--- src/rtl/fp_to_int_converter.sv ---
// fp_to_int_converter
//   Multi-cycle IEEE-754 single-precision to signed 32-bit integer converter
//   (fcvt.w.s direction). The float is unpacked and its significand is
//   de-normalized by an iterative shifter that moves at most SHIFT_STEP bit
//   positions per cycle. The result is held until the next conversion ends.
//
//   Optional feature macro: FP2INT_ROUND_NEAREST_EN
//     undefined : round toward zero (guard/sticky bits ignored, e<0 -> 0)
//     defined   : round to nearest, ties to even (e==-1 shifts right by 24)
//
// Ports
//   clk      in   1   clock, all state changes on the rising edge
//   rst      in   1   synchronous active-high reset
//   Start    in   1   conversion request, sampled only while idle
//   Operand  in   32  IEEE-754 single, captured with an accepted Start
//   Busy     out  1   high from the cycle after an accepted Start until Done
//   Done     out  1   one-cycle pulse, Result/Invalid valid from this cycle on
//   Result   out  32  signed two's-complement result, held until next Done
//   Invalid  out  1   NaN, infinity or out-of-range input, held with Result

module fp_to_int_converter #(
  parameter int SHIFT_STEP = 4
) (
  input  logic        clk,
  input  logic        rst,
  input  logic        Start,
  input  logic [31:0] Operand,
  output logic        Busy,
  output logic        Done,
  output logic [31:0] Result,
  output logic        Invalid
);

  localparam logic [1:0] ST_IDLE  = 2'd0;
  localparam logic [1:0] ST_SHIFT = 2'd1;
  localparam logic [1:0] ST_FINAL = 2'd2;
  localparam logic [4:0] STEP     = 5'(SHIFT_STEP);

  logic [1:0]  state_q,  state_d;
  logic [31:0] mag_q,    mag_d;
  logic        g_q,      g_d;
  logic        s_q,      s_d;
  logic [4:0]  cnt_q,    cnt_d;
  logic        left_q,   left_d;
  logic        sign_q,   sign_d;
  logic        inv_q,    inv_d;
  logic        busy_q,   busy_d;
  logic        done_q,   done_d;
  logic [31:0] result_q, result_d;
  logic        invalid_q, invalid_d;

  logic [7:0]        exp_field_s;
  logic [22:0]       frac_s;
  logic signed [9:0] e_s;
  logic [4:0]        amt_s;
  logic [31:0]       low_mask_s;
  logic              round_up_s;
  logic [31:0]       mag_rnd_s;

  // Unpack fields and derive the per-cycle shift amount and rounding decision.
  always_comb begin
    exp_field_s = Operand[30:23];
    frac_s      = Operand[22:0];
    e_s         = $signed({2'b00, exp_field_s}) - 10'sd127;
    amt_s       = (cnt_q > STEP) ? STEP : cnt_q;
    // Bits below the last bit shifted out feed the sticky bit.
    low_mask_s  = (32'd1 << (amt_s - 5'd1)) - 32'd1;
`ifdef FP2INT_ROUND_NEAREST_EN
    round_up_s  = g_q & (s_q | mag_q[0]);
`else
    round_up_s  = 1'b0;
`endif
    mag_rnd_s   = mag_q + {31'd0, round_up_s};
  end

  // Next-state and datapath logic for the IDLE -> SHIFT -> FINAL sequence.
  always_comb begin
    state_d   = state_q;
    mag_d     = mag_q;
    g_d       = g_q;
    s_d       = s_q;
    cnt_d     = cnt_q;
    left_d    = left_q;
    sign_d    = sign_q;
    inv_d     = inv_q;
    busy_d    = busy_q;
    done_d    = 1'b0;
    result_d  = result_q;
    invalid_d = invalid_q;
    case (state_q)
      ST_IDLE: begin
        if (Start) begin
          busy_d  = 1'b1;
          g_d     = 1'b0;
          s_d     = 1'b0;
          sign_d  = Operand[31];
          inv_d   = 1'b0;
          left_d  = 1'b0;
          cnt_d   = 5'd0;
          mag_d   = {8'd0, 1'b1, frac_s};
          state_d = ST_FINAL;
          if (exp_field_s == 8'd0) begin
            mag_d = 32'd0;
          end else if ((exp_field_s == 8'hFF) && (frac_s != 23'd0)) begin
            mag_d  = 32'h7FFF_FFFF;
            sign_d = 1'b0;
            inv_d  = 1'b1;
          end else if (e_s >= 10'sd31) begin
            // Saturation values are loaded as magnitudes; negating 2^31
            // in FINAL reproduces 0x80000000 unchanged.
            if (!Operand[31]) begin
              mag_d = 32'h7FFF_FFFF;
              inv_d = 1'b1;
            end else begin
              mag_d = 32'h8000_0000;
              inv_d = (e_s != 10'sd31) || (frac_s != 23'd0);
            end
          end else if (e_s >= 10'sd23) begin
            left_d = 1'b1;
            cnt_d  = 5'(e_s - 10'sd23);
            if (e_s != 10'sd23) begin
              state_d = ST_SHIFT;
            end else begin
              state_d = ST_FINAL;
            end
          end else if (e_s >= 10'sd0) begin
            cnt_d   = 5'(10'sd23 - e_s);
            state_d = ST_SHIFT;
`ifdef FP2INT_ROUND_NEAREST_EN
          end else if (e_s == -10'sd1) begin
            cnt_d   = 5'd24;
            state_d = ST_SHIFT;
`endif
          end else begin
            mag_d = 32'd0;
          end
        end else begin
          state_d = ST_IDLE;
        end
      end
      ST_SHIFT: begin
        if (left_q) begin
          mag_d = mag_q << amt_s;
        end else begin
          mag_d = mag_q >> amt_s;
          g_d   = mag_q[amt_s - 5'd1];
          // The previous guard bit is now below the new one: fold it into sticky.
          s_d   = s_q | g_q | (|(mag_q & low_mask_s));
        end
        cnt_d = cnt_q - amt_s;
        if (cnt_q == amt_s) begin
          state_d = ST_FINAL;
        end else begin
          state_d = ST_SHIFT;
        end
      end
      ST_FINAL: begin
        result_d  = sign_q ? (32'd0 - mag_rnd_s) : mag_rnd_s;
        invalid_d = inv_q;
        done_d    = 1'b1;
        busy_d    = 1'b0;
        state_d   = ST_IDLE;
      end
      default: begin
        busy_d  = 1'b0;
        state_d = ST_IDLE;
      end
    endcase
  end

  // State and output registers with synchronous reset.
  always_ff @(posedge clk) begin
    if (rst) begin
      state_q   <= ST_IDLE;
      mag_q     <= 32'd0;
      g_q       <= 1'b0;
      s_q       <= 1'b0;
      cnt_q     <= 5'd0;
      left_q    <= 1'b0;
      sign_q    <= 1'b0;
      inv_q     <= 1'b0;
      busy_q    <= 1'b0;
      done_q    <= 1'b0;
      result_q  <= 32'd0;
      invalid_q <= 1'b0;
    end else begin
      state_q   <= state_d;
      mag_q     <= mag_d;
      g_q       <= g_d;
      s_q       <= s_d;
      cnt_q     <= cnt_d;
      left_q    <= left_d;
      sign_q    <= sign_d;
      inv_q     <= inv_d;
      busy_q    <= busy_d;
      done_q    <= done_d;
      result_q  <= result_d;
      invalid_q <= invalid_d;
    end
  end

  assign Busy    = busy_q;
  assign Done    = done_q;
  assign Result  = result_q;
  assign Invalid = invalid_q;

endmodule

--- config.mk ---
export PLATFORM = sky130hd
export DESIGN_NAME = fp_to_int_converter
export DESIGN_NICKNAME = d
export VERILOG_FILES = /design/src/rtl/fp_to_int_converter.sv
export SDC_FILE = /design/constraint.sdc
export NUM_CORES = 1
export LEC_CHECK = 0
export ABC_AREA = 1
export CORE_UTILIZATION = 30
export CTS_CLUSTER_DIAMETER = 60
export DETAILED_ROUTE_END_ITERATION = 16
export GPL_TIMING_DRIVEN = 0
export SYNTH_ARGS = -nofsm -noshare
export SYNTH_HDL_FRONTEND = slang
export SYNTH_SLANG_ARGS = --single-unit
--- constraint.sdc ---
create_clock -name clk -period 4.1 [get_ports clk]
set_input_delay 0.615 -clock clk [delete_from_list [all_inputs] [get_ports clk]]
set_output_delay 0.615 -clock clk [all_outputs]
set_load 0.05 [all_outputs]
==> run_results.csv, run 1 <==
group,metric,value,unit
cells_and_area,syn_to_final_growth,20.2,%
clock_tree,numCtsBuffers,9,
clock_tree,clk_latency,0.36,ns
clock_tree,cts_hold_buf,0,
setup_path,crit_path_frequent_cell,"nor2_2",
synth,netlist_instances,1096,
floorplan,rows,53,
sta,setup-violations-final,0,
place,preCtsSetupSlack,0.756,ns
pwr,leakagePower,3.45,nW
synth,avgSynthCellArea,5.88,um^2
routing,wl_per_cell,17.3,um
clock_tree,cts_tree,"yes",
routing,dr.pass1.iters,7,
sta,rsz0062_at_grt,"no",
floorplan,ioPinCount,70,
place,hpwl,19600,um
routing,via_per_inst,5.27,
synth,ys_seq_elements,77,
sta,fin_crit,3.00,ns
sta,hold_viol_final,0,
setup_path,crit_arrival,3.25,ns
setup_path,worst-setup-path-type,"in2reg",
setup_path,cp-start-kind,"input pin",
setup_path,endpoint_kind,"flop",
pwr,power_density,346,nW/um^2
clock_tree,post_cts_buffers,0,
routing,drtIter0Drc,619,
synth,postSynth.asyncResetShare,0,%
sta,finClkSkew,0.0115,ns
setup_path,path_cells,"clkdlybuf4s50_1, ha_1, nand2_1, inv_1, nor2_1, and3_1, nand3_2, nand4_1, clkbuf_1, o21bai_1, nor2_2, nor2_2",
synth,ys_types,40,
sta,final.setup.tns,0,ns
synth,ys.warnings.count,0,
setup_path,crit_fanout,10,
place,portBuffers,68,
routing,drc,0,
setup_path,worst_ep_required_time,4.35,ns
clock_tree,path_clk_slew,0.06,ns
cells_and_area,layout_commonest_cell,"nand2_1",
clock_tree,cts_resized,0,
clock_tree,htreeDepth,3,
floorplan,die_w,149,um
global_route,track_usage,23.1,%
setup_path,slowest_delay,0.51,ns
pwr,power,2.68,mW
place,finalWeightedCongestion,0.989,
clock_tree,cts.path.max_buffers,2,
run_status,status,"finished clean",
global_route,grt_pass1_wl,39400,um
flow_run,maxCapViolCount,0,
cells_and_area,nets,1218,
sta,drv_slew,0,
floorplan,fp.dieArea,22100,um^2
pwr,ir_drop,234,uV
clock_tree,numClockSinks,77,
sta,setup_ws,1.10,ns
routing,routed_wl,25200,um
floorplan,start_util,30.7,%
sta,timing.final.crit_share,73.1,%
setup_path,cp_slowest_cell,"clkdlybuf4s50_1",
sta,fmax,0.334,GHz
synth,synth_top_flop_cell,"dfxtp_1",
synth,mappedNetlistNets,1139,
routing,vias,7665,
worst_hold_path,hold_class,"reg2reg",
synth,synth-seq-area-share,23.9,%
global_route,grt_max_degree,14,
sta,relSlewSlack,40.9,%
floorplan,die_h,149,um
cells_and_area,layout_common_cells,"nand2_1, nand3_1, nor2_1",
cells_and_area,diodes,0,
synth,synthesis.area,6440,um^2
floorplan,core_area,21000,um^2
global_route,grt_antenna_before_repair,0,
global_route,grt_pass1_vias,7166,
global_route,overflow,0,
clock_tree,root_buffer,"clkbuf_16",
synth,synth-edff-count,0,
sta,tightest_slew,0.884,ns
routing,ant_nets,0,
cells_and_area,layout-drive-gt1-share,7.46,%
-- sequential cells by signal, indices dropped and copies added (netlist names) --
signal	cells
state_q	2
inv_q	1
Result	32
Invalid	1
left_q	1
Done	1
mag_q	32
sign_q	1
cnt_q	5
Busy	1
-- power by group --
| part | internal, mW | switching [mW] |
|---|---|---|
| clock network | 0.427 | 0.358 |
| logic | 0.319 | 0.679 |
| registers | 0.820 | 0.0817 |
| total | 1.57 | 1.12 |
-- cells by family after synthesis --
kind of cell / synth area share [%]
AOI/OAI and AO/OA: 16.0
DFF: 23.9
buffers and inverters: 10.6
other: 0.0582
and+or+nand+nor: 44.7
adders and majority gates: 1.55
xor gates and xnor gates: 3.24
-- synthesized netlist by cell type, drive strengths merged, types with 4 or more instances --
| library cell | n | area share, % |
|---|---|---|
| clkbuf | 31 | 1.8 |
| buf | 24 | 2.3 |
| o21ai | 85 | 6.6 |
| xor2 | 16 | 2.3 |
| nand4 | 33 | 3.2 |
| o2111ai | 4 | 0.54 |
| nand2 | 250 | 15 |
| a21oi | 52 | 4.0 |
| nor4 | 4 | 0.39 |
| nor3 | 10 | 0.78 |
| inv | 111 | 6.5 |
| xnor2 | 7 | 0.95 |
| nor2 | 153 | 10 |
| a31oi | 4 | 0.39 |
| o211ai | 7 | 0.82 |
| o21bai | 20 | 2.3 |
| dfxtp | 77 | 24 |
| o22ai | 5 | 0.49 |
| nand3 | 182 | 14 |
| ha | 8 | 1.6 |
-- routing by layer --
| layer | GRT usage (%) | share of wire [%] | vias to the layer above |
|---|---|---|---|
| met5 | 0 | 0 | - |
| li1 | - | - | 3805 |
| met4 | 7.84 | 2.5 | 0 |
| met1 | 31.0 | 46 | 3518 |
| met2 | 37.1 | 45 | 298 |
| met3 | 4.11 | 6.7 | 44 |
-- worst paths after layout --
| check | startpoint | endpoint | cells past startpoint | slack [ns] |
|---|---|---|---|---|
| setup / recovery | Operand[23] | mag_q[19] | 12 | 1.10 |
| hold / removal | Busy | Busy | 2 | 0.45 |
| setup reg to reg | cnt_q[3] | mag_q[11] | 13 | 1.78 |
| hold reg to reg | Busy | Busy | 2 | 0.45 |
-- cell type report --
cell class,count,area [um^2]
Sequential cell,77,1540
Clock inverter,5,36.3
Inverter,111,417
Buffer,55,265
Fill cell,2338,13300
Multi-Input combinational cell,853,4220
Timing Repair Buffer,68,681
Tap cell,275,344
Clock buffer,11,243
-- worst max-delay path: cells and delay by family --
kind | cells | cell delay (ns)
adder cells (fa/ha/maj) | 1 | 0.26
AND/OR/NAND/NOR | 7 | 1.12
AO/OA/AOI/OAI | 1 | 0.16
buffers and inverters | 3 | 1.07
-- stage by stage --
stage / utilization, % / hold slack (ns) / cell area, um^2 / std cells
global route: 36.9 / 0.499 / 7750 / 1455
floorplan: - / 0.445 / 6440 / 1096
detailed placement: 35.5 / 0.445 / 7470 / 1439
global placement: 35.5 / 0.440 / 7470 / 1439
CTS: 36.9 / 0.454 / 7750 / 1455
finish: 36.9 / 0.452 / 7750 / 1455
No activity file was read; power rests on OpenSTA's default activity.
==> run 2: changes to the inputs <==
clock period = 2.5 ns   (was 4.1 ns; I/O delays follow)
==> run 2 against run 1 <==
Net effect: critical endpoint is now Result[16]; final cell count increased by 0.34%; critical path depth decreased by 1; critical path type is now reg2reg; routed wire length about the same.
==> run_results.csv, run 2 (same netlist as run 1, synthesis figures left out) <==
group,metric,value,unit
run_status,status,"finished clean",
sta,setup-violations-final,0,
setup_path,reg2reg_to,"Result[16]",
routing,drc,0,
floorplan,core_area,21000,um^2
clock_tree,root_buffer,"clkbuf_16",
sta,fin_crit,2.31,ns
clock_tree,clk_latency,0.36,ns
setup_path,crit_arrival,2.56,ns
cells_and_area,diodes,0,
global_route,grt_antenna_before_repair,0,
setup_path,reg2reg_slack,0.19,ns
cells_and_area,fin_util,37.1,%
clock_tree,cts_tree,"yes",
place,hpwl,19600,um
clock_tree,path_clk_slew,0.07,ns
place,portBuffers,68,
cells_and_area,layout-drive-gt1-share,8.27,%
sta,final.setup.tns,0,ns
cells_and_area,nets,1223,
place,finalWeightedCongestion,0.989,
routing,routed_wl,25200,um
sta,finClkSkew,0.0110,ns
floorplan,die_h,149,um
routing,vias,7674,
worst_hold_path,worstHoldPathCells,3,
cells_and_area,layout_commonest_cell,"nand2_1",
setup_path,r2r_cells,11,
global_route,track_usage,23.1,%
sta,tightest_slew,0.886,ns
setup_path,endpoint_kind,"flop",
setup_path,crit_fanout,7,
sta,fmax,0.432,GHz
floorplan,rows,53,
setup_path,cp-start-kind,"flop",
floorplan,die_w,149,um
worst_hold_path,hold_end,"cnt_q[0]",
floorplan,fp.dieArea,22100,um^2
setup_path,worst-setup-path-type,"reg2reg",
pwr,leakagePower,3.50,nW
sta,timing.final.crit_share,92.6,%
cells_and_area,instances_no_fill,1460,
floorplan,start_util,30.7,%
pwr,power,4.41,mW
global_route,grt_pass1_wl,39300,um
routing,wl_per_cell,17.2,um
clock_tree,numCtsBuffers,9,
worst_hold_path,hold_class,"in2reg",
sta,hold_viol_final,0,
worst_hold_path,hold_start,"Operand[23]",
setup_path,worst_ep_required_time,2.75,ns
cells_and_area,layout_common_cells,"nand2_1, nand3_1, nor2_1",
clock_tree,cts.path.max_buffers,2,
global_route,grt_max_degree,14,
routing,via_per_inst,5.26,
setup_path,reg2reg_from,"mag_q[0]",
routing,ant_nets,0,
sta,drv_slew,0,
global_route,overflow,0,
sta,relSlewSlack,40.7,%
flow_run,maxCapViolCount,0,
clock_tree,numClockSinks,77,
cells_and_area,syn_to_final_growth,21.2,%
clock_tree,htreeDepth,3,
sta,hold_ws,0.372,ns
global_route,grt_pass1_vias,7179,
routing,drtIter0Drc,591,
routing,dr.pass1.iters,7,
floorplan,ioPinCount,70,
sta,rsz0062_at_grt,"no",
place,dp_cells,1439,
cells_and_area,fill_cells,2330,
pwr,power_density,564,nW/um^2
pwr,ir_drop,385,uV
## run 2: cell types whose count changed in the layout (fill, tap and decap cells not counted), sizes merged
cell / change
buf: +4
clkdlybuf4s50: -3
clkbuf: +2
clkdlybuf4s15: +1
dlymetal6s2s: +1
## run 2: layer usage
| layer | wire, um | track usage [%] | vias up |
|---|---|---|---|
| met2 | 11400 | 37.1 | 276 |
| met4 | 608 | 7.89 | 0 |
| met5 | 0 | 0 | - |
| met3 | 1740 | 4.11 | 39 |
| met1 | 11400 | 30.9 | 3543 |
| li1 | - | - | 3816 |
## run 2: how the worst max path moves through the flow
stage	end	startpoint	cells after the start	slack, ns
floorplan	mag_q[29]	Operand[23]	18	0.45
global placement	mag_q[19]	Operand[23]	12	-0.63
detailed placement	mag_q[19]	Operand[23]	12	-0.60
CTS	mag_q[23]	Operand[25]	15	0.03
global route	mag_q[29]	cnt_q[3]	11	0.006
finish	Result[16]	mag_q[0]	11	0.19
## run 2: layout make-up
cell class	count	area, um^2	share of cell area (%)
well taps	275	344	4.41
clock buffers	11	243	3.11
flip-flops and latches	77	1540	19.7
repair buffers	73	716	9.17
plain buffers	55	270	3.46
clock inverters	5	36.3	0.465
multi-input cells	853	4240	54.3
inverters	111	417	5.34
## run 2: through the flow
step                setup slack, ns  cell area [um^2]
finish                        0.186              7810
global route                0.00590              7810
CTS                          0.0283              7750
detailed placement           -0.604              7470
global placement             -0.635              7470
floorplan                     0.447              6440
## run 2: where the power goes
group | internal [mW] | switching (mW)
registers | 1.34 | 0.134
logic | 0.528 | 1.11
clock network | 0.701 | 0.586
total | 2.57 | 1.83
## run 2: critical path, cell delays in order (launching register included)
cell	delay, ns
dfxtp_1	0.40
inv_1	0.22
ha_1	0.21
nand3_1	0.13
nor2_1	0.24
nand3_1	0.21
nand2_1	0.25
o21ai_0	0.15
a21oi_1	0.13
o21ai_0	0.11
o211ai_1	0.09
inv_1	0.05
## run 2: repair_timing
item                                   CTS  global route
buffers inserted                         1             4
pin swaps                                1             2
endpoints found under the hold margin    0             0
gates cloned                             0             0
setup endpoints to repair               21            26
gates resized for setup                  3            11
hold buffers                             0             0
==> run 3: changes to the inputs <==
GPL_ROUTABILITY_DRIVEN = 1   (was not set)
==> results of run 3 <==
The final DEF is identical to that of run 2; final timing and power are the same.
